$ cat src/rtl/ball_motion.sv
// Brick-breaker ball controller: position/direction registers, wall clamping and external hit flips.
// Optional macro BALL_LOST_EN turns the bottom wall into a loss (LOST state and `lost` pulse).
module ball_motion #(
  parameter int COORD_W  = 10,
  parameter int SCREEN_W = 320,
  parameter int SCREEN_H = 240,
  parameter int SIZE     = 4,
  parameter int STEP_W   = 3,
  parameter int START_X  = 158,
  parameter int START_Y  = 200
) (
  input  logic               clk,
  input  logic               resetn,
  input  logic               start,
  input  logic               tick,
  input  logic [STEP_W-1:0]  speed,
  input  logic               hit_x,
  input  logic               hit_y,
  output logic [COORD_W-1:0] x,
  output logic [COORD_W-1:0] y,
  output logic               x_dir,
  output logic               y_dir,
  output logic               moving,
  output logic               bounce,
  output logic               lost
);

  localparam int SW = COORD_W + 1;
  localparam logic signed [SW-1:0] MAX_X = SW'(SCREEN_W - SIZE);
  localparam logic signed [SW-1:0] MAX_Y = SW'(SCREEN_H - SIZE);
  localparam logic signed [SW-1:0] ZERO  = '0;
  localparam logic [1:0][COORD_W-1:0] START_POS = {COORD_W'(START_Y), COORD_W'(START_X)};
  localparam logic [1:0] START_DIR = 2'b01;

  typedef enum logic [1:0] {
    S_IDLE = 2'd0,
    S_MOVE = 2'd1,
    S_LOST = 2'd2
  } state_t;

  state_t                    state_q, state_d;
  logic [1:0][COORD_W-1:0]   pos_q, pos_d;
  logic [1:0]                dir_q, dir_d;
  logic                      bounce_q, bounce_d;

  logic [1:0]                hit_v;
  logic [1:0]                lo_hit, hi_hit, ax_dir;
  logic [1:0][COORD_W-1:0]   ax_pos;
  logic                      active;

  assign hit_v  = {hit_y, hit_x};
  assign active = tick && (speed != '0);

  // Index 0 is the x axis, index 1 the y axis; both share the same move/clamp rule.
  genvar gi;
  generate
    for (gi = 0; gi < 2; gi++) begin : g_axis
      localparam logic signed [SW-1:0] AX_MAX = (gi == 0) ? MAX_X : MAX_Y;
      logic signed [SW-1:0] cur, stp, nxt;
      logic                 d_eff;

      assign cur   = $signed({1'b0, pos_q[gi]});
      assign stp   = $signed(SW'(speed));
      assign d_eff = dir_q[gi] ^ hit_v[gi];
      assign nxt   = d_eff ? (cur + stp) : (cur - stp);

      assign lo_hit[gi] = active && (nxt <= ZERO);
      assign hi_hit[gi] = active && (nxt >= AX_MAX);

      assign ax_pos[gi] = !active    ? pos_q[gi] :
                          lo_hit[gi] ? '0 :
                          hi_hit[gi] ? AX_MAX[COORD_W-1:0] :
                                       nxt[COORD_W-1:0];
      assign ax_dir[gi] = lo_hit[gi] ? 1'b1 :
                          hi_hit[gi] ? 1'b0 : d_eff;
    end
  endgenerate

`ifdef BALL_LOST_EN
  logic lost_q, lost_d;
`endif

  always_comb begin
    state_d  = state_q;
    pos_d    = pos_q;
    dir_d    = dir_q;
    bounce_d = 1'b0;
`ifdef BALL_LOST_EN
    lost_d   = 1'b0;
`endif
    case (state_q)
      S_IDLE: begin
        pos_d = START_POS;
        dir_d = START_DIR;
        if (start) state_d = S_MOVE;
      end
      S_MOVE: begin
        pos_d    = ax_pos;
        dir_d    = ax_dir;
        bounce_d = (|lo_hit) | (|hi_hit);
`ifdef BALL_LOST_EN
        // A bottom contact is a loss, not a bounce; an x wall in the same tick still bounces.
        if (hi_hit[1]) begin
          state_d  = S_LOST;
          bounce_d = lo_hit[0] | hi_hit[0];
          lost_d   = 1'b1;
        end
`endif
      end
`ifdef BALL_LOST_EN
      S_LOST: begin
        state_d = S_IDLE;
        pos_d   = START_POS;
        dir_d   = START_DIR;
      end
`endif
      default: begin
        state_d = S_IDLE;
        pos_d   = START_POS;
        dir_d   = START_DIR;
      end
    endcase
  end

  always_ff @(posedge clk or negedge resetn) begin
    if (!resetn) begin
      state_q  <= S_IDLE;
      pos_q    <= START_POS;
      dir_q    <= START_DIR;
      bounce_q <= 1'b0;
`ifdef BALL_LOST_EN
      lost_q   <= 1'b0;
`endif
    end else begin
      state_q  <= state_d;
      pos_q    <= pos_d;
      dir_q    <= dir_d;
      bounce_q <= bounce_d;
`ifdef BALL_LOST_EN
      lost_q   <= lost_d;
`endif
    end
  end

  assign x      = pos_q[0];
  assign y      = pos_q[1];
  assign x_dir  = dir_q[0];
  assign y_dir  = dir_q[1];
  assign moving = (state_q == S_MOVE);
  assign bounce = bounce_q;
`ifdef BALL_LOST_EN
  assign lost   = lost_q;
`else
  assign lost   = 1'b0;
`endif

endmodule
$ cat config.mk
export PLATFORM = sky130hd
export DESIGN_NAME = ball_motion
export DESIGN_NICKNAME = d
export VERILOG_FILES = /design/src/rtl/ball_motion.sv
export SDC_FILE = /design/constraint.sdc
export NUM_CORES = 1
export LEC_CHECK = 0
export BUFFER_PORTS_ARGS = -buffer_cell sky130_fd_sc_hd__buf_2
export CAP_MARGIN = 20
export CORE_MARGIN = 2
export CORE_UTILIZATION = 59
export CTS_CLUSTER_DIAMETER = 150
export CTS_CLUSTER_SIZE = 40
export DETAILED_ROUTE_END_ITERATION = 12
export PLACE_DENSITY_LB_ADDON = 0.2
export REMOVE_ABC_BUFFERS = 1
export SLEW_MARGIN = 5
export SYNTH_ARGS = -nofsm -noshare
export SYNTH_HDL_FRONTEND = slang
export SYNTH_SLANG_ARGS = --single-unit
$ cat constraint.sdc
create_clock -name clk -period 4.2 [get_ports clk]
set_clock_uncertainty 0.2 [all_clocks]
set_input_delay 0.84 -clock clk [delete_from_list [all_inputs] [get_ports clk]]
set_output_delay 0.84 -clock clk [all_outputs]
set_load 0.01 [all_outputs]
; ---- Yosys cells after proc, flatten, opt, wreduce, memory -nomap -nowiden
; Index checks and enable logic that the tools add are counted.
[word_totals]
ff_bits = 25
inputBits = 9
out_inout_bits = 25
elab_cells = 47
[classes]
addsub = 4
n_lt_le_gt_ge = 4
n_eq_ne = 3
n_mux = 17
bitwise_logic = 4
n_reduce_logical = 10
[ops]
columns = operator, n
row1 = two-way mux 10 bit, 6
row2 = adder 10 x 3 -> 11 bit, 2
row3 = <= comparator 11 x 1 -> 1 bit (second input constant), 2
row4 = two-way mux 11 bit, 2
row5 = subtractor 10 x 3 -> 11 bit, 2
row6 = two-way mux 20 bit, 1
row7 = greater-or-equal comparator 11 x 10 -> 1 bit (second input constant), 1
row8 = greater-or-equal comparator 11 x 9 -> 1 bit (second input constant), 1
row9 = logical AND 1 bit, 5
row10 = two-way mux 1 bit, 5
row11 = two-way mux 2 bit, 2
row12 = one-hot mux 2 bit (2 select lines), 1
row13 = OR reduction 2 bit, 2
row14 = nonzero test 3 bit, 1
row15 = == test 2 x 1 -> 1 bit (second input constant), 1
row16 = logical NOT 2 bit, 1
row17 = inequality test 2 x 1 -> 1 bit (second input constant), 1
row18 = inequality test 2 bit (second input constant), 1
row19 = AND reduction 2 bit, 1
row20 = XOR 1 bit, 2
row21 = NOT 1 bit, 1
row22 = OR 1 bit, 1

; ---- Depth between registers and ports, before layout
; Gate-level depths: netlist of the first run.
[depth]
word_depth = 8
depth_mapped = 15
ltp_nobuf = 13

; ---- Worst setup path before layout of the first run
; OpenSTA, ideal clock, no wires.
[synth_timing]
kind = in2reg
from = in hit_y
to = reg pos_q, in the netlist y[4]
setup_ns = 0.126
arrival_ns = 4.017
t_required_ns = 3.874
setup_slack_ns = -0.143
stages = 11
cell_sequence = xor2_2 mux2_2 fa_1 a21o_1 a311o_1 a2bb2oi_1 xor2_1 or3_1 nor3_1 nor3b_1 a221o_1
[synth_between]
elab_chain_cells = 8
[synth_rtl]
columns = element, line_no
row1 = from (decl), 18  ; input logic hit_y,
row2 = XOR 1 bit *, 64  ; assign d_eff = dir_q[gi] ^ hit_v[gi];
row3 = two-way mux 11 bit *, 65  ; assign nxt = d_eff ? (cur + stp) : (cur - stp);
row4 = greater-or-equal comparator 11 x 9 -> 1 bit, 68  ; assign hi_hit[gi] = active && (nxt >= AX_MAX);
row5 = logical AND 1 bit, 68
row6 = two-way mux 10 bit, 72  ; hi_hit[gi] ? AX_MAX[COORD_W-1:0] :
row7 = two-way mux 10 bit *, 71  ; lo_hit[gi] ? '0 :
row8 = two-way mux 10 bit *, 70  ; assign ax_pos[gi] = !active ? pos_q[gi] :
row9 = two-way mux 20 bit *, 91  ; case (state_q)
row10 = to (signal assigned), 136  ; pos_q <= pos_d;
row11 = to (decl), 42  ; logic [1:0][COORD_W-1:0] pos_q, pos_d;
; Mark *: on every way between the ends. The rest lies on a longest branch, timed or not. The select of a mux whose other input is x is not followed.
; A chain may end at the register's enable or synchronous reset.

; ---- Worst setup path in the final report of the first run
; Same ends and word-level chain as after synthesis.

==> flow_summary.yaml, run 1 <==
critical_path:
  criticalPathCategory: "in -> reg"
  cp_cell_sequence: "buf_8 > xor2_4 > mux2_4 > fa_2 > a211oi_2 > nor3_2 > o41a_1 > a311o_1 > a211oi_4 > a22oi_2 > nor3b_2 > a221o_1"
  max_stage_delay_ns: 0.46
  crit_slowest_cell: "o41a_1"
  cp-end-kind: "flip-flop"
  cp-start-kind: "input pin"
  worst_ep_required_time_ns: 4.16
  arrival_ns: 4.16
  cp_max_fo: 8
synthesis:
  yosysTopAreaCellShare_pct: 14.4
  yosysSeqAreaShare_pct: 23.5
  post-synth-top-count-cell: "a21oi_1"
  synth_edf_count: 0
  synth.distinct_cells: 77
  yosys-top-cells-area: "dfrtp_1 (14%), dfstp_2 (9.1%), ha_1 (8.2%)"
  async_flop_share_pct: 100
  synth_warnings: 0
  syn_area_um2: 2600
  ys.flop_type: "dfrtp_1"
  yosysTopAreaCell: "dfrtp_1"
  ys_top_cells_by_count: "a21oi_1 (24), nor2_1 (22), nand2_1 (20), ha_1 (17), dfrtp_1 (15)"
  ys_seq_elements: 24
  netlist_instances: 314
  avgSynthCellArea_um2: 8.29
placed_design:
  post-place-ws_ns: -0.355
  numPortBuffers: 32
  place_area_um2: 3170
  gp_congestion: 0.923
  post-dp-hpwl_mm: 5.66
global_routing:
  top_usage_layer: "met2"
  grt.total_usage_pct: 30.2
  grtUsageMet3_pct: 3.03
  grt_pass1_vias: 2539
  grt_overflow: 0
  antenna_found_initial: 0
  grt_max_degree: 25
  grt_use_met1_pct: 45.4
  grt_pass1_wl_mm: 12.2
  gr-usage-met2_pct: 46.8
run_status:
  outcome: "complete, no violations"
cts:
  holdBufCountCts: 0
  insertion_delay_ns: 0.27
  clkSlewWorstSetupHoldPaths_ns: 0.09
  cts_root_buf: "clkbuf_8"
  cts_buffers: 3
  htree_num_levels: 1
  cts_buffer_depth: 2
  cts_tree: "built"
  clock-sinks: 24
sta:
  fin_ws_ns: 0.000931
  maxSlewHeadroom_pct: 60.6
  finalCritPeriodShare_pct: 100
  hold_violations: 0
  worst_pin_slew_ns: 0.589
  setup_violations: 0
  rsz0062_at_grt: "yes"
  fmax_mhz: 238
  drv_slew: 0
  fin_crit_ns: 4.20
pwr:
  p_total_w: 0.00349
  power_density_nw_per_um2: 1010
  peakVddDrop_mv: 0.584
  cellLeakagePower_nw: 1.54
final_layout:
  final_util_pct: 80.6
  finalInstanceArea_um2: 3460
  syn_to_final_growth_pct: 32.9
  fillers: 270
  antenna_cells_inserted: 0
  finalNetCount: 425
  drive_gt1_share_pct: 38.6
drt:
  via_count: 2952
  wl_mm: 8.05
  wl_per_cell_um: 18.0
  drt_pass1_iterations: 5
  antenna_left: 0
  drtIter0Drc: 337
  via_per_inst: 6.59
  drc: 0
die:
  die_x_um: 70.4
  coreArea_um2: 4290
  rows: 24
  die_area_um2: 4960
  initial_core_util_pct: 60.6
  die_h_um: 70.4
  top_level_ports: 34
worst_hold_path:
  hold_class: "in -> async"
run:
  maxCapViolCount: 0
-- kinds of logic (layout without fill, tap and decap cells) --
kind of cell / after synthesis / after routing / share of synthesized area, %
compound gates: 110 / 110 / 31.1
simple gates: 103 / 103 / 20.8
buf+inv: 32 / 114 / 5.14
flops: 24 / 24 / 23.5
fa+ha+maj: 21 / 21 / 10.5
xor+xnor: 18 / 18 / 6.63
mux: 5 / 5 / 2.12
other cells: 1 / 1 / 0.144
-- metrics by stage --
step,std cells,TNS (ns),hold slack [ns]
floorplan,297,-0.405,0.344
global placement,437,-1.82,0.337
detailed placement,437,-2.75,0.336
CTS,441,0,0.349
global route,448,-0.107,0.373
finish,448,0,0.340
-- cell usage in the layout, fill, tap and decap left out, drive strengths merged, types with 4 or more instances in the layout --
cell type / count
a211oi: 7
a21o: 4
a21oi: 24
a31oi: 6
and3: 7
buf: 95
clkbuf: 4
dfrtp: 15
dfstp: 9
ha: 17
inv: 13
mux2: 4
nand2: 20
nand2b: 4
nand3: 7
nand4: 4
nor2: 23
nor3: 10
o211ai: 6
o21ai: 14
o22ai: 5
o31ai: 7
or2: 8
or3: 5
xnor2: 12
xor2: 6
-- cell type report --
| type | instances | area, um^2 | area share (%) |
|---|---|---|---|
| clock buffers | 4 | 55.1 | 1.59 |
| inverters | 15 | 58.8 | 1.70 |
| multi-input cells | 258 | 2010 | 58.1 |
| flip-flops and latches | 24 | 612 | 17.7 |
| well taps | 52 | 65.1 | 1.88 |
| repair buffers | 95 | 659 | 19.1 |
-- flip-flops by register name, indices dropped and copies added, names as in the netlist --
register	flops
x	10
y	10
dir_q	2
bounce	1
state_q	1
-- timing repair --
item,in CTS,in global routing
resized for setup,13,24
setup endpoints to repair,8,8
setup buffers,0,7
pin swaps,2,22
-- worst max-delay path, delay by kind of cell --
kind / cells / cell delay, ns
AOI/OAI and AO/OA: 6 / 1.96
xor gates and xnor gates: 1 / 0.22
adders and majority gates: 1 / 0.37
buffers and inverters: 1 / 0.10
muxes: 1 / 0.34
and+or+nand+nor: 2 / 0.32
-- report_power, final --
part,internal [W],switching (W)
logic,0.00134,0.00153
registers,0.000345,0.000108
clock network,0.0000838,0.0000783
total,0.00177,0.00172
-- worst paths after layout --
path / from / endpoint / slack, ns / cells after the start
min reg2reg: y[9] / y[9] / 0.35 / 1
max reg2reg: dir_q[1] / y[4] / 0.22 / 11
max: hit_y / y[4] / 0.0009 / 12
max in group asynchronous: resetn / y[6] / 3.09 / 1
min: resetn / dir_q[1] / 0.34 / 1
min in group clk: y[9] / y[9] / 0.35 / 1
-- layer usage --
metal / routed length, um / part of all wire (%)
met1: 3480 / 43
met2: 3650 / 45
met3: 696 / 8.6
met4: 226 / 2.8
met5: 0 / 0
(Power assumes the default switching activity.)
==> run 2, diff against run 1 <==
Settings changed: ABC_AREA from default to 1, CORE_UTILIZATION 59 to 58, PLACE_DENSITY from default to 0.86, PLACE_DENSITY_LB_ADDON 0.2 to default.
==> flow_summary.yaml, run 2 <==
synthesis:
  async_flop_share_pct: 100
  synthAdderAreaFrac_pct: 10.2
  synth_warnings: 0
  netlist_instances: 379
  synthMuxAreaShare_pct: 0
  syn_area_um2: 2470
  yosysTopAreaCell: "nand2_1"
  synth_edf_count: 0
  post-synth-top-count-cell: "nand2_1"
  yosysSeqAreaShare_pct: 24.8
  avgSynthCellArea_um2: 6.51
  synth_top_family_by_area: "simple AND/OR/NAND/NOR gates"
  synth.distinct_cells: 31
  ys.flop_type: "dfrtp_1"
  ys_top_cells_by_count: "nand2_1 (119), inv_1 (59), nand3_1 (42), nor2_1 (24)"
  synthSimpleGateAreaFrac_pct: 45.0
  yosys-top-cells-area: "nand2_1 (18%), dfrtp_1 (15%), dfstp_2 (9.6%)"
  synth_compound_area_share_pct: 7.81
  yosysTopAreaCellShare_pct: 18.1
  synth-xor-area-share_pct: 1.77
  ys_seq_elements: 24
placed_design:
  place_inst: 461
  numPortBuffers: 32
  post-dp-hpwl_mm: 4.88
  gp_congestion: 0.952
  place_area_um2: 2700
cts:
  insertion_delay_ns: 0.27
  holdBufCountCts: 0
  cts_buffer_depth: 2
  cts_tree: "built"
  clock-sinks: 24
  clkSlewWorstSetupHoldPaths_ns: 0.08
  cts_root_buf: "clkbuf_8"
  htree_num_levels: 1
  cts_buffers: 3
  cts_setup_buffers: 0
  cts_resized: 0
sta:
  drv_slew: 0
  setup_violations: 0
  hold_violations: 0
  tns_ns: 0
  fin_crit_ns: 3.55
  finalCritPeriodShare_pct: 84.5
  fmax_mhz: 282
  maxSlewHeadroom_pct: 64.4
  worst_pin_slew_ns: 0.534
  rsz0062_at_grt: "no"
critical_path:
  worst_ep_required_time_ns: 4.20
  cp-start-kind: "input pin"
  criticalPathCategory: "in -> reg"
  arrival_ns: 3.55
  cp-end-kind: "flip-flop"
  cp_max_fo: 5
  startpoint: "speed[0]"
  worstReg2RegStart: "dir_q[0]"
  r2r_slack_ns: 0.93
pwr:
  p_int_w: 0.000959
  power_density_nw_per_um2: 768
  combPwrFrac_pct: 72.9
  peakVddDrop_mv: 0.401
  p_sw_share_pct: 54.5
  clkPwrFrac_pct: 6.8
  power_switching_w: 0.00115
  power_frac_seq_pct: 20.3
  cellLeakagePower_nw: 1.60
worst_hold_path:
  min-delay-start: "state_q[0]"
  hold_class: "reg -> reg"
drt:
  wl_mm: 6.06
  drc: 0
  drtIter0Drc: 204
  antenna_left: 0
  drt_pass1_iterations: 4
  via_per_inst: 5.35
  wl_per_cell_um: 13.0
  via_count: 2488
final_layout:
  final_cells: 465
  finalNetCount: 444
  antenna_cells_inserted: 0
  syn_to_final_growth_pct: 11.2
  final_common_cell: "nand2_1"
  regArea_um2: 612
  fillers: 381
  finalInstanceArea_um2: 2740
  multi_input_area_um2: 1600
  drive_gt1_share_pct: 20.5
  layout_common_cells: "nand2_1 (119), inv_1 (59), nand3_1 (42), buf_2 (32), nor2_1 (24)"
die:
  die_area_um2: 4790
  die_x_um: 69.2
  rows: 23
  die_h_um: 69.2
  top_level_ports: 34
  initial_core_util_pct: 60.8
  coreArea_um2: 4060
run:
  maxCapViolCount: 0
global_routing:
  antenna_found_initial: 0
  grt.total_usage_pct: 26.3
  grt_pass1_vias: 2366
  grt_overflow: 0
  grt_max_degree: 25
  grt_pass1_wl_mm: 10.5
run_status:
  outcome: "complete, no violations"
-- run 2: changes by cell type after synthesis, moves of 7 or more --
| cell | before | now |
|---|---|---|
| xnor2_1 | 12 | 2 |
| nand3_1 | 7 | 42 |
| nand2_4 | 0 | 7 |
| nor3_1 | 10 | 3 |
| nand2_2 | 0 | 10 |
| a21oi_1 | 24 | 17 |
| o31ai_1 | 7 | 0 |
| o21ai_1 | 1 | 8 |
| clkbuf_1 | 11 | 2 |
| inv_1 | 12 | 59 |
| nand2_1 | 20 | 119 |
| and3_1 | 7 | 0 |
| nand3_2 | 0 | 11 |
-- run 2: cell type report --
| class | count | share of cell area [%] |
|---|---|---|
| Timing Repair Buffer | 35 | 6.66 |
| Tap cell | 50 | 2.28 |
| Multi-Input combinational cell | 289 | 58.4 |
| Inverter | 63 | 8.71 |
| Sequential cell | 24 | 22.3 |
| Clock buffer | 4 | 1.64 |
-- run 2: metrics by stage --
stage | util, % | total power, W | setup WS (ns) | hold slack [ns]
after floorplan | - | 0.00159 | 0.906 | 0.293
after global placement | 66.5 | 0.00190 | 0.500 | 0.272
after detailed placement | 66.5 | 0.00194 | 0.457 | 0.285
after CTS | 67.6 | 0.00209 | 0.733 | 0.300
after global routing | 67.6 | 0.00233 | 0.389 | 0.325
final | 67.6 | 0.00211 | 0.650 | 0.299
-- run 2: kinds of logic after synthesis --
group / Yosys count
buf+inv: 66
fa+ha+maj: 19
xor+xnor: 5
flops: 24
other cells: 1
compound gates: 37
simple gates: 227
-- run 2: worst paths after layout --
kind                                  to  cells after the start
worst max-delay path              bounce                     20
worst min-delay path            dir_q[0]                      1
worst max register to register    bounce                     21
worst min register to register  dir_q[0]                      1
max in group asynchronous           x[2]                      1
min in group asynchronous           x[5]                      1
-- run 2: routing by layer --
metal  up-vias  GRT usage (%)  share of wire (%)
met1      1150           37.5                 47
met3         8           3.34                5.2
met4         0           6.32                1.3
li1       1262              -                  -
met5         -              0                  0
met2        68           42.5                 46
-- run 2: power groups by stage --
stage | sequential (W) | clock [W] | combinational, W
after floorplan | 0.000452 | 0 | 0.00114
after global placement | 0.000429 | 0 | 0.00147
after detailed placement | 0.000429 | 0 | 0.00151
after CTS | 0.000427 | 0.000145 | 0.00152
after global routing | 0.000438 | 0.000156 | 0.00174
final | 0.000428 | 0.000143 | 0.00154
-- run 2: worst max-delay path, cell delays in order --
cell and delay (ns):
buf_2 0.14, inv_1 0.05, ha_1 0.19, ha_1 0.29, nand2_1 0.07, o21ai_0 0.12
ha_1 0.39, nand2_1 0.08, nand3_1 0.13, xor2_1 0.25, nand2_1 0.08, nor3_1 0.18
nand3_1 0.11, nor2_1 0.15, nand3_2 0.09, nand2_2 0.08, nand2_2 0.10, nand2_2 0.10
nor2_1 0.05, nor2_2 0.07
